--- src/rtl/trap_ctrl_pkg.sv ---
// rtl/trap_ctrl_pkg.sv - shared encodings for the trap/interrupt sequencer
package trap_ctrl_pkg;

  // NPC op codes seen by the next-PC unit
  localparam logic [2:0] NPC_PLUS4   = 3'b000;
  localparam logic [2:0] NPC_INT     = 3'b101;
  localparam logic [2:0] NPC_INT_RET = 3'b110;

  // Cause codes reported on int_pend
  localparam logic [2:0] INT_NONE          = 3'd0;
  localparam logic [2:0] INT_TIMER         = 3'd1;
  localparam logic [2:0] INT_ILLEGAL_INSTR = 3'd2;
  localparam logic [2:0] INT_ECALL         = 3'd3;

  // Bit positions inside the raw cause vector fed to the priority encoder
  localparam int CV_TIMER   = 0;
  localparam int CV_ECALL   = 1;
  localparam int CV_ILLEGAL = 2;

  typedef enum logic [1:0] {
    ST_IDLE    = 2'd0,
    ST_ENTER   = 2'd1,
    ST_HANDLER = 2'd2,
    ST_RETURN  = 2'd3
  } state_e;

endpackage

--- src/rtl/trap_ctrl_if.sv ---
// rtl/trap_ctrl_if.sv - EX-stage / next-PC bundle between pipeline and trap sequencer
interface trap_ctrl_if #(
  parameter int XLEN = 32
) ();

  logic            pc_write;
  logic            ex_valid;
  logic [XLEN-1:0] pc_ex;
  logic            illegal_ex;
  logic            ecall_ex;
  logic            sret_ex;

  logic            npc_ovr;
  logic [2:0]      npc_op;
  logic            int_signal;
  logic [2:0]      int_pend;
  logic            exl;
  logic [XLEN-1:0] sepc;
  logic            flush;

  // Pipeline side
  modport master (
    output pc_write, ex_valid, pc_ex, illegal_ex, ecall_ex, sret_ex,
    input  npc_ovr, npc_op, int_signal, int_pend, exl, sepc, flush
  );

  // Trap sequencer side
  modport slave (
    input  pc_write, ex_valid, pc_ex, illegal_ex, ecall_ex, sret_ex,
    output npc_ovr, npc_op, int_signal, int_pend, exl, sepc, flush
  );

endinterface

--- src/rtl/trap_prio_enc.sv ---
// rtl/trap_prio_enc.sv - fixed-priority encoder from raw cause vector to cause code
module trap_prio_enc
  import trap_ctrl_pkg::*;
(
  input  logic [2:0] cause_vec,
  output logic [2:0] cause,
  output logic       valid
);

  // Illegal beats ecall beats timer; lower causes are simply dropped
  always_comb begin
    cause = INT_NONE;
    valid = 1'b0;
    if (cause_vec[CV_ILLEGAL]) begin
      cause = INT_ILLEGAL_INSTR;
      valid = 1'b1;
    end else if (cause_vec[CV_ECALL]) begin
      cause = INT_ECALL;
      valid = 1'b1;
    end else if (cause_vec[CV_TIMER]) begin
      cause = INT_TIMER;
      valid = 1'b1;
    end
  end

endmodule

--- src/rtl/trap_ctrl.sv ---
// rtl/trap_ctrl.sv - trap entry/return sequencer driving the NPC override
module trap_ctrl
  import trap_ctrl_pkg::*;
#(
  parameter int XLEN         = 32,
  parameter bit TIMER_EN_RST = 1'b1
) (
  input  logic       clk,
  input  logic       rstn,
  trap_ctrl_if.slave bus,
  input  logic       timer_irq,
  input  logic       timer_en_wr,
  input  logic       timer_en_din,
  output logic       dbl_fault
);

  state_e          state_q, state_d;
  logic            exl_q, exl_d;
  logic [XLEN-1:0] sepc_q, sepc_d;
  logic [2:0]      int_pend_q, int_pend_d;
  logic            timer_en_q, timer_en_d;
  logic            timer_pend_q, timer_pend_d;
  logic            dbl_fault_q, dbl_fault_d;

  logic [2:0]      cause_vec;
  logic [2:0]      cause;
  logic            cause_valid;
  logic            take_timer;
  logic            npc_ovr;
  logic [2:0]      npc_op;
  logic            int_signal;
  logic            flush;

  // Trap-return outside a handler is treated as illegal; an enable write blocks timer acceptance
  assign cause_vec[CV_ILLEGAL] = bus.illegal_ex | bus.sret_ex;
  assign cause_vec[CV_ECALL]   = bus.ecall_ex;
  assign cause_vec[CV_TIMER]   = timer_pend_q & ~timer_en_wr;

  trap_prio_enc u_prio (
    .cause_vec (cause_vec),
    .cause     (cause),
    .valid     (cause_valid)
  );

  // Timer enable register and level-to-pending latch
  always_comb begin
    timer_en_d   = timer_en_wr ? timer_en_din : timer_en_q;
    timer_pend_d = timer_pend_q | (timer_irq & timer_en_q);
    if (take_timer || (timer_en_wr && !timer_en_din)) begin
      timer_pend_d = 1'b0;
    end
  end

  // Sequencer next state and redirect outputs
  always_comb begin
    state_d     = state_q;
    exl_d       = exl_q;
    sepc_d      = sepc_q;
    int_pend_d  = int_pend_q;
    dbl_fault_d = dbl_fault_q;
    take_timer  = 1'b0;
    npc_ovr     = 1'b0;
    npc_op      = NPC_PLUS4;
    int_signal  = 1'b0;
    flush       = 1'b0;
    case (state_q)
      ST_IDLE: begin
        if (bus.ex_valid && !exl_q && cause_valid) begin
          sepc_d     = bus.pc_ex;
          int_pend_d = cause;
          take_timer = (cause == INT_TIMER);
          state_d    = ST_ENTER;
        end
      end
      ST_ENTER: begin
        npc_ovr = 1'b1;
        npc_op  = NPC_INT;
        flush   = 1'b1;
        if (bus.pc_write) begin
          int_signal = 1'b1;
          exl_d      = 1'b1;
          state_d    = ST_HANDLER;
        end
      end
      ST_HANDLER: begin
        if (bus.ex_valid && bus.sret_ex) begin
          state_d = ST_RETURN;
        end else if (bus.ex_valid && (bus.illegal_ex || bus.ecall_ex)) begin
          dbl_fault_d = 1'b1;
        end
      end
      ST_RETURN: begin
        npc_ovr = 1'b1;
        npc_op  = NPC_INT_RET;
        flush   = 1'b1;
        if (bus.pc_write) begin
          exl_d      = 1'b0;
          int_pend_d = INT_NONE;
          state_d    = ST_IDLE;
        end
      end
      default: state_d = ST_IDLE;
    endcase
  end

  // State registers with synchronous active-low reset
  always_ff @(posedge clk) begin
    if (!rstn) begin
      state_q      <= ST_IDLE;
      exl_q        <= 1'b0;
      sepc_q       <= '0;
      int_pend_q   <= INT_NONE;
      timer_en_q   <= TIMER_EN_RST;
      timer_pend_q <= 1'b0;
      dbl_fault_q  <= 1'b0;
    end else begin
      state_q      <= state_d;
      exl_q        <= exl_d;
      sepc_q       <= sepc_d;
      int_pend_q   <= int_pend_d;
      timer_en_q   <= timer_en_d;
      timer_pend_q <= timer_pend_d;
      dbl_fault_q  <= dbl_fault_d;
    end
  end

  assign bus.npc_ovr    = npc_ovr;
  assign bus.npc_op     = npc_op;
  assign bus.int_signal = int_signal;
  assign bus.int_pend   = int_pend_q;
  assign bus.exl        = exl_q;
  assign bus.sepc       = sepc_q;
  assign bus.flush      = flush;
  assign dbl_fault      = dbl_fault_q;

endmodule

--- src/flat_wrapper.sv ---
// flat-port wrapper written by rule: the top's interface ports become plain ports
module trap_ctrl_flat import trap_ctrl_pkg::*;
#(
  parameter int XLEN         = 32,
  parameter bit TIMER_EN_RST = 1'b1
)
  (clk, rstn, timer_irq, timer_en_wr, timer_en_din, dbl_fault, bus_pc_write, bus_ex_valid, bus_pc_ex, bus_illegal_ex, bus_ecall_ex, bus_sret_ex, bus_npc_ovr, bus_npc_op, bus_int_signal, bus_int_pend, bus_exl, bus_sepc, bus_flush);
  trap_ctrl_if #(.XLEN(XLEN)) bus_i ();
  input  logic clk;
  input  logic rstn;
  input  logic timer_irq;
  input  logic timer_en_wr;
  input  logic timer_en_din;
  output logic dbl_fault;
  input wire logic [$bits(bus_i.pc_write)-1:0] bus_pc_write;
  input wire logic [$bits(bus_i.ex_valid)-1:0] bus_ex_valid;
  input wire logic [$bits(bus_i.pc_ex)-1:0] bus_pc_ex;
  input wire logic [$bits(bus_i.illegal_ex)-1:0] bus_illegal_ex;
  input wire logic [$bits(bus_i.ecall_ex)-1:0] bus_ecall_ex;
  input wire logic [$bits(bus_i.sret_ex)-1:0] bus_sret_ex;
  output wire logic [$bits(bus_i.npc_ovr)-1:0] bus_npc_ovr;
  output wire logic [$bits(bus_i.npc_op)-1:0] bus_npc_op;
  output wire logic [$bits(bus_i.int_signal)-1:0] bus_int_signal;
  output wire logic [$bits(bus_i.int_pend)-1:0] bus_int_pend;
  output wire logic [$bits(bus_i.exl)-1:0] bus_exl;
  output wire logic [$bits(bus_i.sepc)-1:0] bus_sepc;
  output wire logic [$bits(bus_i.flush)-1:0] bus_flush;
  assign bus_i.pc_write = bus_pc_write;
  assign bus_i.ex_valid = bus_ex_valid;
  assign bus_i.pc_ex = bus_pc_ex;
  assign bus_i.illegal_ex = bus_illegal_ex;
  assign bus_i.ecall_ex = bus_ecall_ex;
  assign bus_i.sret_ex = bus_sret_ex;
  assign bus_npc_ovr = bus_i.npc_ovr;
  assign bus_npc_op = bus_i.npc_op;
  assign bus_int_signal = bus_i.int_signal;
  assign bus_int_pend = bus_i.int_pend;
  assign bus_exl = bus_i.exl;
  assign bus_sepc = bus_i.sepc;
  assign bus_flush = bus_i.flush;
  trap_ctrl #(.XLEN(XLEN), .TIMER_EN_RST(TIMER_EN_RST)) u_core (.clk(clk), .rstn(rstn), .bus(bus_i), .timer_irq(timer_irq), .timer_en_wr(timer_en_wr), .timer_en_din(timer_en_din), .dbl_fault(dbl_fault));
endmodule
--- config.mk ---
export PLATFORM = sky130hd
export DESIGN_NAME = trap_ctrl_flat
export DESIGN_NICKNAME = d
export VERILOG_FILES = /design/src/rtl/trap_ctrl_pkg.sv /design/src/rtl/trap_ctrl_if.sv /design/src/rtl/trap_prio_enc.sv /design/src/rtl/trap_ctrl.sv /design/src/flat_wrapper.sv
export SDC_FILE = /design/constraint.sdc
export NUM_CORES = 1
export LEC_CHECK = 0
export BUFFER_PORTS_ARGS = -buffer_cell sky130_fd_sc_hd__buf_2
export CAP_MARGIN = 20
export CELL_PAD_IN_SITES_DETAIL_PLACEMENT = 1
export CELL_PAD_IN_SITES_GLOBAL_PLACEMENT = 2
export CORE_MARGIN = 2
export CORE_UTILIZATION = 27
export CTS_BUF_LIST = sky130_fd_sc_hd__clkbuf_4 sky130_fd_sc_hd__clkbuf_8
export DETAILED_ROUTE_END_ITERATION = 10
export PLACE_DENSITY = 0.8
export SETUP_SLACK_MARGIN = 0.2
export SLEW_MARGIN = 5
export SYNTH_ARGS = -nofsm -noshare
export SYNTH_HDL_FRONTEND = slang
export SYNTH_SLANG_ARGS = --single-unit
--- constraint.sdc ---
create_clock -name clk -period 1.68 [get_ports clk]
set_input_delay 0.252 -clock clk [delete_from_list [all_inputs] [get_ports clk]]
set_output_delay 0.252 -clock clk [all_outputs]
set_load 0.01 [all_outputs]
==> summary.txt <==
Synthesis
  – Post-Syn Instances: 165
  – Distinct cell type count after synthesis: 28
  – Top-count cell post-synth: dfxtp_1
  – Area contributors post-synth: dfxtp_1, mux2i_1, nor2b_1, ha_1, nand2_1
  – YS warnings: 0
  – Number of flops mapped to enable cells by yosys: 0
  – Commonest cells post-synth: dfxtp_1, mux2i_1, nor2b_1
  – Mapped Nets: 213
  – Area leader, netlist: dfxtp_1
  – Synth top area share: 0.458
  – Cell Area, Synth: 0.00175 mm2
  – Syn avg cell area: 10.6 um2
  – FFs w/ async S/R, synth: 0
  – Synth Register Bits: 40
  – Register area share after synthesis: 0.458
  – Top_reg_cell synth: dfxtp_1

Route
  – DRT iter0 DRCs: 25
  – Wirelength per Cell: 12.8 um
  – Routed vias: 1463
  – Vias/cell: 4.34
  – DR pass1 iterations: 4
  – DRC viols: 0
  – Final Routed Wirelength: 4.30 mm
  – Final ANT Viol Nets: 0

Clock tree
  – Clock sink total: 40
  – Clock root buffer: clkbuf_8
  – CTS tree: yes
  – Hold Buf Count CTS: 0
  – Clock transition at the registers of the reported paths: 80 ps
  – Worst skew pair latency: 290 ps
  – Number of buffers created by CTS: 5
  – # H-tree levels: 2
  – Clk buf depth: 2

Run status
  – Status: finished clean

STA
  – Final period util: 0.919
  – Fin crit period: 1540 ps
  – Final setup viols: 0
  – Worst Skew: 3.80 ps
  – FMAX: 648 MHz
  – Fin. Hold Viols: 0
  – RSZ-0062 raised after global routing: yes
  – Final Max Tran Viols: 0
  – Sum Neg Setup Slack: 0 ps

Power
  – PD cells: 1450 mW/mm2
  – Leak: 1.22 nW
  – Largest vdd supply drop: 503 uV

GRT
  – GRT overflow: 0
  – First-pass GRT wire length: 6.90 mm
  – Vias in the first global route: 1447
  – Initial antenna violation count: 0
  – Largest net degree at the start of global routing: 26
  – Tot GR Track Use: 0.118

Worst setup path
  – Worst R2R Start: u_core.state_q[1]
  – CP endpoint kind: output port
  – Critical Path Start Type: flip-flop
  – CP Max Fanout: 4
  – Critical Path Source: u_core.state_q[0]
  – Critical path data arrival time: 1290 ps
  – Crit Path Category: flip-flop to output port
  – CP required: 1430 ps

Floorplanning
  – Core Area: 0.00631 mm2
  – Initial core utilization: 0.277
  – Rows: 29
  – Chip height: 84.5 um
  – Total Die Area: 0.00714 mm2
  – DIE WIDTH: 84.5 um
  – # IOs: 85

Cells and area
  – Antenna Diode Count: 0
  – Area Overhead vs Synth: 47.8%
  – Layout Utilization: 0.409
  – Nets: 307
  – Fraction of layout cells with a size suffix above 1: 0.462

Place
  – I/O Buffers: 83
  – Post-DP HPWL: 3.05 mm
  – Routability Congestion: 0.743

Flow run
  – Max-cap violations: 0

Worst hold path
  – Worst hold start: bus_pc_ex[28]
  – Hold crit path type: input pin to flip-flop
## through the flow
step / cells / worst slack, ps / area [um2] / hold WS [ps] / total power [mW]
2_1_floorplan: 165 / 204 / 1750 / 376 / 2.14
3_3_place_gp: 320 / 147 / 2250 / 451 / 2.51
3_5_place_dp: 320 / 94.5 / 2250 / 459 / 2.53
4_1_cts: 335 / 134 / 2520 / 210 / 3.69
5_1_grt: 337 / 98.3 / 2580 / 225 / 3.98
6_report: 337 / 136 / 2580 / 217 / 3.74
## path summary, 6_finish.rpt
check	endpoint	cells past startpoint	slack, ps
max	bus_npc_op[2]	4	140
max reg2reg	u_core.bus.sepc[14]	8	180
min	u_core.bus.sepc[28]	3	220
min reg2reg	u_core.bus.int_pend[0]	2	470
## power by group
| group | total [mW] | switching [mW] | internal, mW |
|---|---|---|---|
| Clock | 0.859 | 0.335 | 0.524 |
| Sequential | 1.25 | 0.111 | 1.14 |
| Combinational | 1.63 | 0.734 | 0.896 |
| Total | 3.74 | 1.18 | 2.56 |
## metal layers
layer	routed length (um)	part of all wire	track usage	vias to the layer above
li1	-	-	-	735
met1	1790	0.42	0.137	680
met2	2230	0.52	0.213	42
met3	228	0.053	0.0324	6
met4	47	0.011	0.0346	0
met5	0	0	0	-
## state kept, by name, indices dropped and copies added (netlist names)
| signal | count |
|---|---|
| u_core.bus.exl | 1 |
| u_core.bus.int_pend | 2 |
| u_core.bus.sepc | 32 |
| u_core.dbl_fault | 1 |
| u_core.state_q | 2 |
| u_core.timer_en_q | 1 |
| u_core.timer_pend_q | 1 |
## worst max-delay path: stages (launching register included)
cell and delay [ps]:
dfxtp_2 330, buf_6 130, ha_4 150, or2_4 270, buf_6 130
## cells by family after synthesis
logic type | after synthesis | synth area share
adder cells (fa/ha/maj) | 6 | 0.0429
flip-flops | 40 | 0.458
buffers and inverters | 13 | 0.0472
other | 1 | 0.00214
AO/OA/AOI/OAI | 11 | 0.0451
multiplexers | 36 | 0.206
AND/OR/NAND/NOR | 58 | 0.199
## layout by cell type (no fill, tap or decap), drive strengths merged, types with 4 or more instances in the layout
cell type	instances
dfxtp	40
ha	6
nor2b	34
clkbuf	8
buf	96
nand2	9
mux2i	36
a21oi	4
## what timing repair did
item                       in CTS  in global routing
setup endpoints to repair      38                 40
resized for setup              15                  8
pin swaps                       3                  3
cloned                          1                  1
setup buffers                   6                  1
hold endpoints to repair        0                  0
## area by class of cell
class / instances / area [um2]
Timing Repair Buffer: 97 / 613
Sequential cell: 40 / 806
Clock buffer: 7 / 96.3
Fill cell: 756 / 3730
Tap cell: 77 / 96.3
Clock inverter: 1 / 30.0
Multi-Input combinational cell: 112 / 927
Inverter: 3 / 16.3
Note: power is estimated with default switching activity, not from simulation.
